## src/rtl/idata_capture_ctrl.sv

```systemverilog
// rtl/idata_capture_ctrl.sv - Sampled parallel-input capture FIFO with Avalon-MM register access
//
// Samples in_port into a small FIFO on a strobe rising edge (mode 0) or on a
// programmable periodic tick (mode 1). Software drains the FIFO through the
// DATA register and watches fill level and overflow through STATUS.
//
// Ports:
//   clk        system clock, rising edge
//   reset_n    synchronous active-low reset
//   address    register word address (0 DATA, 1 STATUS, 2 CONTROL, 3 PERIOD)
//   read       read strobe; readdata is valid one cycle later
//   write      write strobe
//   writedata  write data
//   readdata   registered read data
//   in_port    parallel word to sample
//   in_strobe  capture request, synchronous to clk
//   irq        level interrupt: irq_en & (fifo not empty | overflow)

module idata_capture_ctrl #(
    parameter int DATA_W = 24,
    parameter int DEPTH  = 4
) (
    input  logic              clk,
    input  logic              reset_n,
    input  logic [1:0]        address,
    input  logic              read,
    input  logic              write,
    input  logic [31:0]       writedata,
    output logic [31:0]       readdata,
    input  logic [DATA_W-1:0] in_port,
    input  logic              in_strobe,
    output logic              irq
);

    localparam int PTR_W = $clog2(DEPTH);
    localparam int CNT_W = PTR_W + 1;
    localparam logic [CNT_W-1:0] DEPTH_C = CNT_W'(DEPTH);

    localparam logic [1:0] ADDR_DATA   = 2'd0;
    localparam logic [1:0] ADDR_STATUS = 2'd1;
    localparam logic [1:0] ADDR_CTRL   = 2'd2;
    localparam logic [1:0] ADDR_PERIOD = 2'd3;

    logic [DATA_W-1:0] mem [DEPTH];
    logic [PTR_W-1:0]  wr_ptr;
    logic [PTR_W-1:0]  rd_ptr;
    logic [CNT_W-1:0]  count;

    logic              enable;
    logic              mode;
    logic              irq_en;
    logic [15:0]       period;
    logic [15:0]       tick_cnt;
    logic              strobe_q;
    logic              overflow;

    logic              fifo_empty;
    logic              fifo_full;
    logic              flush;
    logic              pop;
    logic              tick_hit;
    logic              cap_event;
    logic              push_req;
    logic              push;
    logic              ovf_set;
    logic              ovf_clr;
    logic [31:0]       status_word;
    logic [31:0]       rd_mux;
    logic              unused_wdata;

    assign unused_wdata = ^writedata[31:16];

    always_comb begin
        fifo_empty = (count == '0);
        fifo_full  = (count == DEPTH_C);
        flush      = write && (address == ADDR_CTRL) && writedata[3];
        pop        = read && (address == ADDR_DATA) && !fifo_empty;
        tick_hit   = (tick_cnt == period);
        cap_event  = enable && (mode ? tick_hit : (in_strobe && !strobe_q));
        // A flush in the same cycle discards the capture outright.
        push_req   = cap_event && !flush;
        // When full, a coincident pop frees the slot the push refills.
        push       = push_req && (!fifo_full || pop);
        ovf_set    = push_req && fifo_full && !pop;
        ovf_clr    = write && (address == ADDR_STATUS) && writedata[10];

        status_word        = '0;
        status_word[4:0]   = 5'(count);
        status_word[8]     = fifo_full;
        status_word[9]     = fifo_empty;
        status_word[10]    = overflow;

        rd_mux = '0;
        case (address)
            ADDR_DATA:   rd_mux = fifo_empty ? 32'd0 : 32'(mem[rd_ptr]);
            ADDR_STATUS: rd_mux = status_word;
            ADDR_CTRL:   rd_mux = {29'd0, irq_en, mode, enable};
            ADDR_PERIOD: rd_mux = {16'd0, period};
            default:     rd_mux = '0;
        endcase
    end

    // Storage array needs no reset: count/pointers define what is valid.
    always_ff @(posedge clk) begin
        if (push) begin
            mem[wr_ptr] <= in_port;
        end
    end

    always_ff @(posedge clk) begin
        if (!reset_n || flush) begin
            wr_ptr <= '0;
            rd_ptr <= '0;
            count  <= '0;
        end else begin
            if (push) wr_ptr <= wr_ptr + 1'b1;
            if (pop)  rd_ptr <= rd_ptr + 1'b1;
            if (push && !pop)      count <= count + 1'b1;
            else if (!push && pop) count <= count - 1'b1;
        end
    end

    always_ff @(posedge clk) begin
        if (!reset_n) begin
            enable <= 1'b0;
            mode   <= 1'b0;
            irq_en <= 1'b0;
            period <= '0;
        end else if (write) begin
            if (address == ADDR_CTRL) begin
                enable <= writedata[0];
                mode   <= writedata[1];
                irq_en <= writedata[2];
            end
            if (address == ADDR_PERIOD) begin
                period <= writedata[15:0];
            end
        end
    end

    // Counter is not cleared by a PERIOD change; if it is already past the
    // new value it runs on through 0xFFFF and wraps before matching.
    always_ff @(posedge clk) begin
        if (!reset_n || !enable) begin
            tick_cnt <= '0;
            strobe_q <= 1'b0;
        end else begin
            strobe_q <= in_strobe;
            tick_cnt <= tick_hit ? 16'd0 : tick_cnt + 16'd1;
        end
    end

    always_ff @(posedge clk) begin
        if (!reset_n) begin
            overflow <= 1'b0;
            irq      <= 1'b0;
            readdata <= '0;
        end else begin
            if (ovf_set)      overflow <= 1'b1;
            else if (ovf_clr) overflow <= 1'b0;
            irq <= irq_en && (!fifo_empty || overflow);
            if (read) readdata <= rd_mux;
        end
    end

endmodule

```

## config.mk

```make
export PLATFORM = sky130hd
export DESIGN_NAME = idata_capture_ctrl
export DESIGN_NICKNAME = d
export VERILOG_FILES = /design/src/rtl/idata_capture_ctrl.sv
export SDC_FILE = /design/constraint.sdc
export NUM_CORES = 1
export LEC_CHECK = 0
export ABC_AREA = 1
export BUFFER_PORTS_ARGS = -buffer_cell sky130_fd_sc_hd__buf_2
export CAP_MARGIN = 20
export CORE_AREA = 2 2 147 92
export CTS_BUF_LIST = sky130_fd_sc_hd__clkbuf_16
export DETAILED_ROUTE_END_ITERATION = 8
export DIE_AREA = 0 0 149 94
export PLACE_DENSITY = 0.83
export SLEW_MARGIN = 0
export SYNTH_ARGS = -nofsm -noshare
export SYNTH_HDL_FRONTEND = slang
export SYNTH_SLANG_ARGS = --single-unit
```

## constraint.sdc

```tcl
create_clock -name clk -period 4.9 [get_ports clk]
set_input_delay 0.735 -clock clk [delete_from_list [all_inputs] [get_ports clk]]
set_output_delay 0.735 -clock clk [all_outputs]
set_load 0.1 [all_outputs]
```

==> impl_metrics.tcl <==
set metrics [dict create \
    n_fill_cell 952 \
    slowest_delay_ns 0.39 \
    yosysWarnings 0 \
    pin_count 96 \
    cts.sink_count 167 \
    rows 32 \
    r2r_slack_ns 2.05 \
    top_usage_layer "met2" \
    ctsHtreeMaxLevel 4 \
    postRouteAntennaNets 0 \
    die_y_um 94 \
    start_util_pct 54.3 \
    outcome "complete, no violations" \
    r2r-end "count[2]" \
    crit_chain "buf_2 -> inv_2 -> nor2_2 -> buf_4 -> inv_1 -> nand2_1 -> nand3_4 -> inv_1 -> ha_1 -> inv_1 -> fa_1 -> a21oi_1 -> o21ai_0 -> o21ai_0 -> a21oi_1" \
    grt-ovfl-total 0 \
    crit_family "buffers and inverters" \
    via_per_inst 5.45 \
    drc 0 \
    power.density_nw_per_um2 384 \
    clk_pin_slew_ns 0.07 \
    synthesis.area_um2 6830 \
    path_max_fanout 36 \
    hold_buffers 0 \
    cts-resized-gates 0 \
    min_path_cells 2 \
    cp_num_buf_inv 6 \
    drt_iter0_markers 411 \
    finalClockSkew_ns 0.00851 \
    ys.flop_type "edfxtp_1" \
    fin_setup_tns_ns 0 \
    total_leakage_power_nw 2.99 \
    multiInputGateArea_um2 2150 \
    setup_viol 0 \
    grtUsageMet2_pct 35.9 \
    synth_cell_types 36 \
    clock.fmax_mhz 336 \
    n_antenna_cell 0 \
    post-cts-setup-buffers 0 \
    rr_worst_depth 16 \
    vdd_drop_max_v 0.000209 \
    end_kind "register" \
    wire_per_inst_um 16.2 \
    grt_pass1_wl_um 24900 \
    period_share_pct 60.7 \
    track_usage_pct 23.4 \
    seq_area_frac_synth_pct 63.0 \
    synth_edf_count 96 \
    ff_latch_area_um2 4300 \
    hold_viol 0 \
    fin_nets 836 \
    fin_ws_ns 1.92 \
    worst_pin_slew_ns 0.982 \
    crit_arrival_ns 3.28 \
    slew_headroom_pct 34.4 \
    period_needed_ns 2.98 \
    async_flop_share_pct 0 \
    numCtsBuffers 17 \
    slew_violations 0 \
    cts.root.buffer_cell "clkbuf_16" \
    cts_tree "yes" \
    routed_wl_um 15400 \
    syn-instance-count 699 \
    die_area_um2 14000 \
    cts_buffer_depth 2 \
    dp.final_hpwl_um 9980 \
    drv_cap 0 \
    antenna_found_initial 0 \
    clk_latency_ns 0.42 \
    dp_slack_ns 1.55 \
    path_common_cell "inv_1" \
    required_ns 5.21 \
    die_w_um 149 \
    grt_pass1_vias 4957 \
    grt_max_degree 50 \
    drive_gt1_share_pct 16.3 \
    rsz0062_at_grt "false" \
    gp_congestion 0.850 \
    cp-start-kind "input port" \
    area_growth_pct 15.5 \
    use_met3_pct 5.73 \
    dr.pass1.iters 5 \
    io_buffers 71 \
    hp-class "register to register" \
    reg2reg_from "count[0]" \
    slowest_stage "fa_1" \
    crit_type "input port to register" \
    min_from "readdata[22]" \
    synth.avg_cell_area_um2 9.77 \
    vias 5175 \
    core_um2 12600 \
    met1_usage_pct 32.5 \
    whs_endpoint "readdata[22]" \
    synth_seq_cells 167 \
]
-- final cells by class --
class,instances,share of cell area (%)
clock buffers,17,5.39
clock inverters,15,1.92
inverters,63,3.00
multi-input cells,439,27.3
flip-flops and latches,167,54.6
well taps,170,2.70
repair buffers,78,5.17
-- power by group --
group	total, mW	internal, mW	switching [mW]	leakage (nW)
sequential	1.52	1.50	0.0129	1.44
combinational	0.213	0.0501	0.163	1.27
clock	1.30	0.751	0.546	0.272
-- logic make-up after synthesis --
group | after synthesis | share of synthesized area (%)
simple gates | 242 | 15.0
compound gates | 176 | 13.7
flops | 167 | 63.0
buf+inv | 100 | 6.01
fa+ha+maj | 7 | 1.39
xor+xnor | 5 | 0.641
other cells | 1 | 0.0549
mux | 1 | 0.147
-- layout by cell type (no fill, tap or decap), drive strengths merged --
cell,synthesis,layout
conb,1,8
o211ai,2,2
ha,6,6
nor2,89,89
o221ai,2,2
o22ai,24,24
nand2,115,115
nor3,18,18
dfxtp,71,71
xor2,5,5
clkinv,0,5
buf,15,78
a22oi,2,2
and3,1,1
a31oi,3,3
a21oi,62,62
or2,2,2
nand4,4,4
o21ai,80,80
a221oi,1,1
edfxtp,96,96
bufinv,0,2
nor3b,3,3
mux2i,1,1
clkinvlp,0,4
inv,63,67
nand3,10,10
clkbuf,22,17
fa,1,1
-- flip-flops by register name (all words and copies together) (netlist names), named ones only --
signal / flops
strobe_q: 1
period: 16
irq_en: 1
enable: 1
overflow: 1
rd_ptr: 2
wr_ptr: 2
readdata: 24
mem: 96
mode: 1
irq: 1
count: 3
tick_cnt: 16
-- metal layers --
layer	up-vias	wire [um]
met1	2421	6970
met4	0	264
met5	-	0
li1	2509	-
met3	25	1210
met2	220	6920
-- how the worst max path moves through the flow --
stage / start / end / slack, ns / depth (start not counted)
final: read / count[2] / 1.92 / 15
after global routing: read / count[2] / 1.64 / 15
after CTS: read / count[2] / 1.97 / 15
after detailed placement: read / count[2] / 1.55 / 15
after global placement: read / count[2] / 1.64 / 15
after floorplan: address[1] / mem[0][0] / 2.04 / 7
-- synth_stat cells (2+ instances only) --
cell type	number	area share, %
a21oi_1	62	4.5
a22oi_1	2	0.22
a31oi_1	3	0.27
buf_1	3	0.16
buf_2	4	0.29
buf_4	8	0.88
clkbuf_1	22	1.2
dfxtp_1	71	21
edfxtp_1	96	42
ha_1	6	1.1
inv_1	60	3.3
inv_2	3	0.16
nand2_1	114	6.3
nand3_1	7	0.51
nand3_2	2	0.29
nand4_1	3	0.27
nor2_1	85	4.7
nor2_2	4	0.37
nor3_1	17	1.2
nor3b_1	3	0.33
o211ai_1	2	0.22
o21ai_0	77	5.6
o21ai_1	3	0.22
o221ai_1	2	0.26
o22ai_1	24	2.2
or2_2	2	0.18
xor2_1	5	0.64
-- metrics by stage --
stage | hold WS [ns] | cells | power, mW | instance area [um2] | utilization [%]
final | 0.462 | 949 | 3.03 | 7890 | 62.7
after global routing | 0.486 | 949 | 3.12 | 7890 | 62.7
after CTS | 0.464 | 949 | 3.04 | 7890 | 62.7
after detailed placement | 0.454 | 917 | 1.76 | 7310 | 58.2
after global placement | 0.447 | 917 | 1.75 | 7310 | 58.2
after floorplan | 0.436 | 706 | 1.70 | 6850 | -
-- worst min-delay path, delay by kind of cell, from the launching register on --
| kind | cells | cell delay (ns) |
|---|---|---|
| flops | 1 | 0.31 |
| simple gates | 1 | 0.06 |
| compound gates | 1 | 0.05 |
(Power assumes the default switching activity.)
